<file path="config.mk">
export PLATFORM = sky130hd
export DESIGN_NAME = mfp_ahb_master_flat
export DESIGN_NICKNAME = d
export VERILOG_FILES = /design/src/rtl/mfp_ahb_master_if.sv /design/src/rtl/mfp_ahb_master.sv /design/src/flat_wrapper.sv
export SDC_FILE = /design/constraint.sdc
export NUM_CORES = 1
export LEC_CHECK = 0
export CORE_UTILIZATION = 40
export CTS_CLUSTER_SIZE = 28
export DETAILED_ROUTE_END_ITERATION = 6
export GPL_TIMING_DRIVEN = 0
export PLACE_DENSITY = 0.79
export SLEW_MARGIN = 5
export SYNTH_ARGS = -nofsm -noshare
export SYNTH_HDL_FRONTEND = slang
export SYNTH_SLANG_ARGS = --single-unit
</file>
<file path="constraint.sdc">
create_clock -name HCLK -period 2.1 [get_ports HCLK]
set_input_delay 0.63 -clock HCLK [delete_from_list [all_inputs] [get_ports HCLK]]
set_output_delay 0.63 -clock HCLK [all_outputs]
set_load 0.01 [all_outputs]
</file>
<file path="src/rtl/mfp_ahb_master_if.sv">
// Command/response and AHB-lite bus signals for mfp_ahb_master.
// The master modport is the initiator's view; the slave modport is the requester/bus-side view.
interface mfp_ahb_master_if;
  logic        cmd_valid;
  logic        cmd_ready;
  logic        cmd_write;
  logic [31:0] cmd_addr;
  logic [1:0]  cmd_size;
  logic [31:0] cmd_wdata;
  logic        rsp_valid;
  logic [31:0] rsp_rdata;
  logic        rsp_err;
  logic        timeout;
  logic [31:0] HADDR;
  logic [2:0]  HSIZE;
  logic [1:0]  HTRANS;
  logic        HWRITE;
  logic [31:0] HWDATA;
  logic [2:0]  HBURST;
  logic [3:0]  HPROT;
  logic        HMASTLOCK;
  logic [31:0] HRDATA;
  logic        HREADY;
  logic        HRESP;

  modport master (
    input  cmd_valid, cmd_write, cmd_addr, cmd_size, cmd_wdata,
    output cmd_ready, rsp_valid, rsp_rdata, rsp_err, timeout,
    output HADDR, HSIZE, HTRANS, HWRITE, HWDATA, HBURST, HPROT, HMASTLOCK,
    input  HRDATA, HREADY, HRESP
  );

  modport slave (
    output cmd_valid, cmd_write, cmd_addr, cmd_size, cmd_wdata,
    input  cmd_ready, rsp_valid, rsp_rdata, rsp_err, timeout,
    input  HADDR, HSIZE, HTRANS, HWRITE, HWDATA, HBURST, HPROT, HMASTLOCK,
    output HRDATA, HREADY, HRESP
  );
endinterface

</file>
<file path="src/rtl/mfp_ahb_master.sv">
// AHB-lite initiator: single read/write commands to pipelined AHB-lite transfers.
// Optional wait-state watchdog enabled by defining MFP_AHB_MASTER_TIMEOUT_EN.
module mfp_ahb_master #(
  parameter int unsigned TIMEOUT_CYCLES = 255
) (
  input  logic              HCLK,
  input  logic              HRESET,
  mfp_ahb_master_if.master  bus
);

  localparam logic [1:0] S_IDLE = 2'd0;
  localparam logic [1:0] S_BUSY = 2'd1;
  localparam logic [1:0] S_ERR  = 2'd2;

  localparam logic [1:0] HTRANS_IDLE   = 2'b00;
  localparam logic [1:0] HTRANS_NONSEQ = 2'b10;

  logic [1:0]  r_state;
  logic        r_a_vld;
  logic        r_hwrite;
  logic [31:0] r_haddr;
  logic [2:0]  r_hsize;
  logic [31:0] r_a_wdata;
  logic        r_d_vld;
  logic        r_d_write;
  logic [31:0] r_hwdata;
  logic        r_cancel;
  logic        r_rsp_valid;
  logic        r_rsp_err;
  logic [31:0] r_rsp_rdata;

  logic w_cmd_ready;
  logic w_accept;
  logic w_advance;
  logic w_complete;
  logic w_err_start;
  logic w_a_nxt;
  logic w_d_nxt;

  assign w_cmd_ready = !HRESET && (r_state != S_ERR) && (!r_a_vld || bus.HREADY);
  assign w_accept    = bus.cmd_valid && w_cmd_ready;
  assign w_advance   = r_a_vld && bus.HREADY;
  assign w_complete  = r_d_vld && bus.HREADY;
  assign w_err_start = r_d_vld && bus.HRESP && !bus.HREADY && (r_state != S_ERR);
  assign w_a_nxt     = w_accept || (r_a_vld && !w_advance);
  assign w_d_nxt     = w_advance || (r_d_vld && !w_complete);

  always_ff @(posedge HCLK) begin
    if (HRESET) begin
      r_state     <= S_IDLE;
      r_a_vld     <= 1'b0;
      r_hwrite    <= 1'b0;
      r_haddr     <= '0;
      r_hsize     <= 3'b010;
      r_a_wdata   <= '0;
      r_d_vld     <= 1'b0;
      r_d_write   <= 1'b0;
      r_hwdata    <= '0;
      r_cancel    <= 1'b0;
      r_rsp_valid <= 1'b0;
      r_rsp_err   <= 1'b0;
      r_rsp_rdata <= '0;
    end else begin
      r_rsp_valid <= 1'b0;
      r_rsp_err   <= 1'b0;
      r_rsp_rdata <= '0;
      case (r_state)
        S_IDLE, S_BUSY: begin
          if (w_err_start) begin
            // First error cycle: drop the pending address phase; anything accepted
            // now is owed an error response after the failing transfer.
            r_a_vld  <= 1'b0;
            r_cancel <= r_a_vld || w_accept;
            r_state  <= S_ERR;
          end else begin
            if (w_accept) begin
              r_a_vld   <= 1'b1;
              r_haddr   <= bus.cmd_addr;
              r_hwrite  <= bus.cmd_write;
              r_hsize   <= {1'b0, bus.cmd_size};
              r_a_wdata <= bus.cmd_write ? bus.cmd_wdata : '0;
            end else if (w_advance) begin
              r_a_vld <= 1'b0;
            end
            if (w_advance) begin
              r_d_vld   <= 1'b1;
              r_d_write <= r_hwrite;
              r_hwdata  <= r_hwrite ? r_a_wdata : '0;
            end else if (w_complete) begin
              r_d_vld  <= 1'b0;
              r_hwdata <= '0;
            end
            if (w_complete) begin
              r_rsp_valid <= 1'b1;
              r_rsp_err   <= bus.HRESP;
              r_rsp_rdata <= (r_d_write || bus.HRESP) ? '0 : bus.HRDATA;
            end
            r_state <= (w_a_nxt || w_d_nxt) ? S_BUSY : S_IDLE;
          end
        end
        S_ERR: begin
          if (r_d_vld) begin
            if (bus.HREADY) begin
              r_d_vld     <= 1'b0;
              r_hwdata    <= '0;
              r_rsp_valid <= 1'b1;
              r_rsp_err   <= 1'b1;
              if (!r_cancel) r_state <= S_IDLE;
            end
          end else begin
            r_rsp_valid <= 1'b1;
            r_rsp_err   <= 1'b1;
            r_cancel    <= 1'b0;
            r_state     <= S_IDLE;
          end
        end
        default: r_state <= S_IDLE;
      endcase
    end
  end

`ifdef MFP_AHB_MASTER_TIMEOUT_EN
  localparam int unsigned TO_W_RAW = $clog2(TIMEOUT_CYCLES + 1);
  localparam int unsigned TO_W     = (TO_W_RAW < 8) ? 8 : ((TO_W_RAW > 32) ? 32 : TO_W_RAW);
  localparam logic [TO_W-1:0] TO_LIM = TO_W'(TIMEOUT_CYCLES);

  logic [TO_W-1:0] r_to_cnt;
  logic            r_timeout;

  always_ff @(posedge HCLK) begin
    if (HRESET) begin
      r_to_cnt  <= '0;
      r_timeout <= 1'b0;
    end else if (r_d_vld && !bus.HREADY) begin
      if (r_to_cnt != '1) r_to_cnt <= r_to_cnt + 1'b1;
      if (r_to_cnt + 1'b1 == TO_LIM) r_timeout <= 1'b1;
    end else begin
      r_to_cnt <= '0;
    end
  end

  assign bus.timeout = r_timeout;
`else
  logic w_unused_timeout_cfg;
  assign w_unused_timeout_cfg = (TIMEOUT_CYCLES != 0);
  assign bus.timeout = 1'b0;
`endif

  assign bus.cmd_ready = w_cmd_ready;
  assign bus.rsp_valid = r_rsp_valid;
  assign bus.rsp_err   = r_rsp_err;
  assign bus.rsp_rdata = r_rsp_rdata;
  assign bus.HTRANS    = r_a_vld ? HTRANS_NONSEQ : HTRANS_IDLE;
  assign bus.HADDR     = r_haddr;
  assign bus.HWRITE    = r_hwrite;
  assign bus.HSIZE     = r_hsize;
  assign bus.HWDATA    = r_hwdata;
  assign bus.HBURST    = 3'b000;
  assign bus.HPROT     = 4'b0011;
  assign bus.HMASTLOCK = 1'b0;

endmodule
</file>
<file path="src/flat_wrapper.sv">
// flat-port wrapper written by rule: the top's interface ports become plain ports
module mfp_ahb_master_flat 
#(
  parameter int unsigned TIMEOUT_CYCLES = 255
)
  (HCLK, HRESET, bus_cmd_valid, bus_cmd_write, bus_cmd_addr, bus_cmd_size, bus_cmd_wdata, bus_cmd_ready, bus_rsp_valid, bus_rsp_rdata, bus_rsp_err, bus_timeout, bus_HADDR, bus_HSIZE, bus_HTRANS, bus_HWRITE, bus_HWDATA, bus_HBURST, bus_HPROT, bus_HMASTLOCK, bus_HRDATA, bus_HREADY, bus_HRESP);
  mfp_ahb_master_if bus_i ();
  input  logic HCLK;
  input  logic HRESET;
  input wire logic [$bits(bus_i.cmd_valid)-1:0] bus_cmd_valid;
  input wire logic [$bits(bus_i.cmd_write)-1:0] bus_cmd_write;
  input wire logic [$bits(bus_i.cmd_addr)-1:0] bus_cmd_addr;
  input wire logic [$bits(bus_i.cmd_size)-1:0] bus_cmd_size;
  input wire logic [$bits(bus_i.cmd_wdata)-1:0] bus_cmd_wdata;
  output wire logic [$bits(bus_i.cmd_ready)-1:0] bus_cmd_ready;
  output wire logic [$bits(bus_i.rsp_valid)-1:0] bus_rsp_valid;
  output wire logic [$bits(bus_i.rsp_rdata)-1:0] bus_rsp_rdata;
  output wire logic [$bits(bus_i.rsp_err)-1:0] bus_rsp_err;
  output wire logic [$bits(bus_i.timeout)-1:0] bus_timeout;
  output wire logic [$bits(bus_i.HADDR)-1:0] bus_HADDR;
  output wire logic [$bits(bus_i.HSIZE)-1:0] bus_HSIZE;
  output wire logic [$bits(bus_i.HTRANS)-1:0] bus_HTRANS;
  output wire logic [$bits(bus_i.HWRITE)-1:0] bus_HWRITE;
  output wire logic [$bits(bus_i.HWDATA)-1:0] bus_HWDATA;
  output wire logic [$bits(bus_i.HBURST)-1:0] bus_HBURST;
  output wire logic [$bits(bus_i.HPROT)-1:0] bus_HPROT;
  output wire logic [$bits(bus_i.HMASTLOCK)-1:0] bus_HMASTLOCK;
  input wire logic [$bits(bus_i.HRDATA)-1:0] bus_HRDATA;
  input wire logic [$bits(bus_i.HREADY)-1:0] bus_HREADY;
  input wire logic [$bits(bus_i.HRESP)-1:0] bus_HRESP;
  assign bus_i.cmd_valid = bus_cmd_valid;
  assign bus_i.cmd_write = bus_cmd_write;
  assign bus_i.cmd_addr = bus_cmd_addr;
  assign bus_i.cmd_size = bus_cmd_size;
  assign bus_i.cmd_wdata = bus_cmd_wdata;
  assign bus_cmd_ready = bus_i.cmd_ready;
  assign bus_rsp_valid = bus_i.rsp_valid;
  assign bus_rsp_rdata = bus_i.rsp_rdata;
  assign bus_rsp_err = bus_i.rsp_err;
  assign bus_timeout = bus_i.timeout;
  assign bus_HADDR = bus_i.HADDR;
  assign bus_HSIZE = bus_i.HSIZE;
  assign bus_HTRANS = bus_i.HTRANS;
  assign bus_HWRITE = bus_i.HWRITE;
  assign bus_HWDATA = bus_i.HWDATA;
  assign bus_HBURST = bus_i.HBURST;
  assign bus_HPROT = bus_i.HPROT;
  assign bus_HMASTLOCK = bus_i.HMASTLOCK;
  assign bus_i.HRDATA = bus_HRDATA;
  assign bus_i.HREADY = bus_HREADY;
  assign bus_i.HRESP = bus_HRESP;
  mfp_ahb_master #(.TIMEOUT_CYCLES(TIMEOUT_CYCLES)) u_core (.HCLK(HCLK), .HRESET(HRESET), .bus(bus_i));
endmodule
</file>
==> flow_metrics.py <==
metrics = {
    "run_status": {
        "status": "finished, final reports clean",
    },
    "cts": {
        "cts.sinks": 139,
        "cts_buffers": 17,
        "path_clk_slew_ns": 0.06,
        "clockRootBuffer": "clkbuf_16",
        "cts.path.max_buffers": 2,
        "cts_tree": "yes",
        "htree_levels": 4,
        "postCtsHoldBufs": 0,
        "clk_latency_ns": 0.40,
    },
    "routing": {
        "vias": 5128,
        "postRouteWirelength_um": 15500,
        "post-route-drc-count": 0,
        "ant_nets": 0,
        "dr.first_iter.drc_count": 371,
        "post_drt_wl_per_cell_um": 15.4,
        "drt-pass1-iter-count": 5,
        "viasPerCell": 5.12,
    },
    "placed_design": {
        "portBuffers": 204,
        "place.gp.congestion": 0.894,
        "hpwl_um": 11500,
        "dpl_cell_area_mm2": 0.00743,
    },
    "floorplanning": {
        "pin_count": 218,
        "fp.dieH_um": 115,
        "die_x_um": 115,
        "core_area_mm2": 0.0126,
        "die-area_mm2": 0.0133,
        "start_util": 0.409,
        "rows": 41,
    },
    "grt": {
        "grt_use_met1": 0.261,
        "grt_util_met2": 0.406,
        "busiest_layer": "met2",
        "overflow": 0,
        "grt_pass1_vias": 4967,
        "antenna_found_initial": 0,
        "grt_max_degree": 17,
        "gr-usage-all-layers": 0.236,
        "grt_pass1_wl_um": 24100,
        "grt_use_met3": 0.0865,
    },
    "setup_path": {
        "regToRegStartpoint": "u_core.r_d_vld$_SDFFE_PP0P_",
        "path_cells": "clkdlybuf4s50_1",
        "critPathMaxFanout": 4,
        "cp-startpoint": "u_core.bus.HWRITE$_SDFFE_PP0P_",
        "cpPeakStageDelay_ns": 0.62,
        "critical-path-slowest-cell": "clkdlybuf4s50_1",
        "arrival_ns": 1.43,
        "path_class": "flop to primary output",
        "critPathLaunchType": "flop",
        "crit_buf_inv": 1,
        "r2r_slack_ns": 0.39,
        "worst_ep_required_time_ns": 1.47,
        "end_kind": "primary output",
        "cp_top_family": "buffers and inverters",
    },
    "power": {
        "power_density_mw_per_mm2": 746,
        "p_leak_nw": 2.86,
        "ir_drop_v": 0.000482,
    },
    "sta": {
        "final.setup_skew_ns": 0.00804,
        "period_minus_slack_ns": 2.06,
        "fmax_mhz": 486,
        "rsz0062_at_grt": "false",
        "min_period_over_period": 0.979,
        "slew_viol_final": 0,
        "worst-slew-pin-transition_ns": 0.613,
        "slew_headroom": 0.591,
        "setup_viol": 0,
        "finalHoldViolCount": 0,
    },
    "final_layout": {
        "antennaDiodeCount": 0,
        "final_nets": 925,
        "area_growth_pct": 55.1,
        "final_util": 0.634,
        "layout_commonest_cell": "clkdlybuf4s50_1",
        "layout-drive-gt1-share": 0.0940,
        "nFillCells": 1064,
        "postLayoutCellArea_mm2": 0.00797,
        "mostFrequentLayoutCells": "200 x clkdlybuf4s50_1, 138 x dfxtp_1, 105 x a21oi_1",
    },
    "min_path": {
        "min_path_type": "flop to flop",
        "min-delay-start": "u_core.bus.HWDATA[2]$_SDFFE_PP0P_",
    },
    "logic_synthesis": {
        "synth.avg_cell_area_um2": 8.74,
        "postSynthCellCount": 588,
        "seq_area_frac_synth": 0.542,
        "ys_warn_count": 0,
        "syn-cell-area_mm2": 0.00514,
        "ys_types": 32,
        "ys_ff_latch": 139,
    },
    "job": {
        "maxCapViolations": 0,
    },
}
-- worst paths after layout --
path	cells past startpoint	endpoint
hold / removal	2	u_core.bus.HWDATA[2]$_SDFFE_PP0P_
setup / recovery	1	bus_HWRITE
hold reg to reg	2	u_core.bus.HWDATA[2]$_SDFFE_PP0P_
setup reg to reg	7	u_core.bus.HADDR[13]$_SDFFE_PP0P_
-- kinds of logic after synthesis --
group / synth area share
simple gates: 0.197
mux: 0.00195
compound gates: 0.180
other cells: 0.00146
buf+inv: 0.0784
flops: 0.542
-- power breakdown --
group,internal (W),switching [W]
clock,0.00161,0.00101
combinational,0.000326,0.000275
sequential,0.00270,0.0000337
-- metrics by stage --
step	hold WS [ns]	std cells	setup TNS [ns]	power (W)	worst slack (ns)
3_3_place_gp	0.440	973	-33.18	0.00336	-0.642
2_1_floorplan	0.444	597	0	0.00303	0.334
4_1_cts	0.451	1002	0	0.00598	0.00539
6_report	0.451	1002	0	0.00595	0.0431
3_5_place_dp	0.444	973	-39.30	0.00338	-0.668
5_1_grt	0.463	1002	0	0.00614	0.00335
-- synthesized netlist by cell type --
cell type / count / area [µm²]
and2_1: 32 / 200
buf_2: 26 / 130
nand2_1: 38 / 143
o21ai_1: 9 / 45.0
nor2_1: 6 / 22.5
a21oi_1: 105 / 526
and4_1: 2 / 17.5
o21a_1: 1 / 7.51
nor3_1: 3 / 15.0
nand3b_1: 1 / 7.51
clkbuf_2: 2 / 10.0
buf_4: 15 / 113
nor3b_1: 1 / 7.51
nor4b_2: 1 / 15.0
dfxtp_1: 139 / 2780
buf_6: 4 / 45.0
inv_1: 2 / 7.51
a21oi_2: 1 / 8.76
and3_1: 1 / 6.26
a31oi_1: 1 / 6.26
a2111oi_0: 1 / 8.76
mux2i_1: 1 / 10.0
conb_1: 2 / 7.51
a21boi_1: 1 / 7.51
nand3_1: 66 / 330
nand2b_1: 2 / 12.5
o21ai_0: 61 / 305
nor2b_1: 3 / 18.8
o221ai_1: 1 / 8.76
clkbuf_1: 26 / 97.6
nand4_1: 33 / 206
nand2b_2: 1 / 8.76
-- cell type report --
type                    count  area (µm²)  share of cell area
flip-flops and latches    139        2790               0.350
repair buffers            205        2040               0.257
multi-input cells         383        2000               0.251
clock buffers              26         499              0.0627
plain buffers              73         400              0.0503
well taps                 172         215              0.0270
clock inverters             2        12.5             0.00157
inverters                   2        7.51            0.000942
-- repair_timing --
action	CTS	global route
gates cloned	0	0
gates resized for setup	11	3
hold endpoints to repair	0	0
setup buffers	1	0
setup endpoints to repair	27	59
-- routing by layer --
layer | up-vias | routed length [µm] | share of wire
met2 | 230 | 7650 | 0.49
met3 | 28 | 1340 | 0.086
met4 | 0 | 349 | 0.023
met5 | - | 0 | 0
li1 | 2496 | - | -
met1 | 2374 | 6140 | 0.40
-- flip-flops by register name, indices dropped and copies added (netlist names) --
register,flops
u_core.bus.HADDR,32
u_core.bus.HSIZE,2
u_core.bus.HWDATA,32
u_core.bus.HWRITE,1
u_core.bus.rsp_err,1
u_core.bus.rsp_rdata,32
u_core.bus.rsp_valid,1
u_core.r_a_vld,1
u_core.r_a_wdata,32
u_core.r_cancel,1
u_core.r_d_vld,1
u_core.r_d_write,1
u_core.r_state,2
No activity file was read; power rests on OpenSTA's default activity.
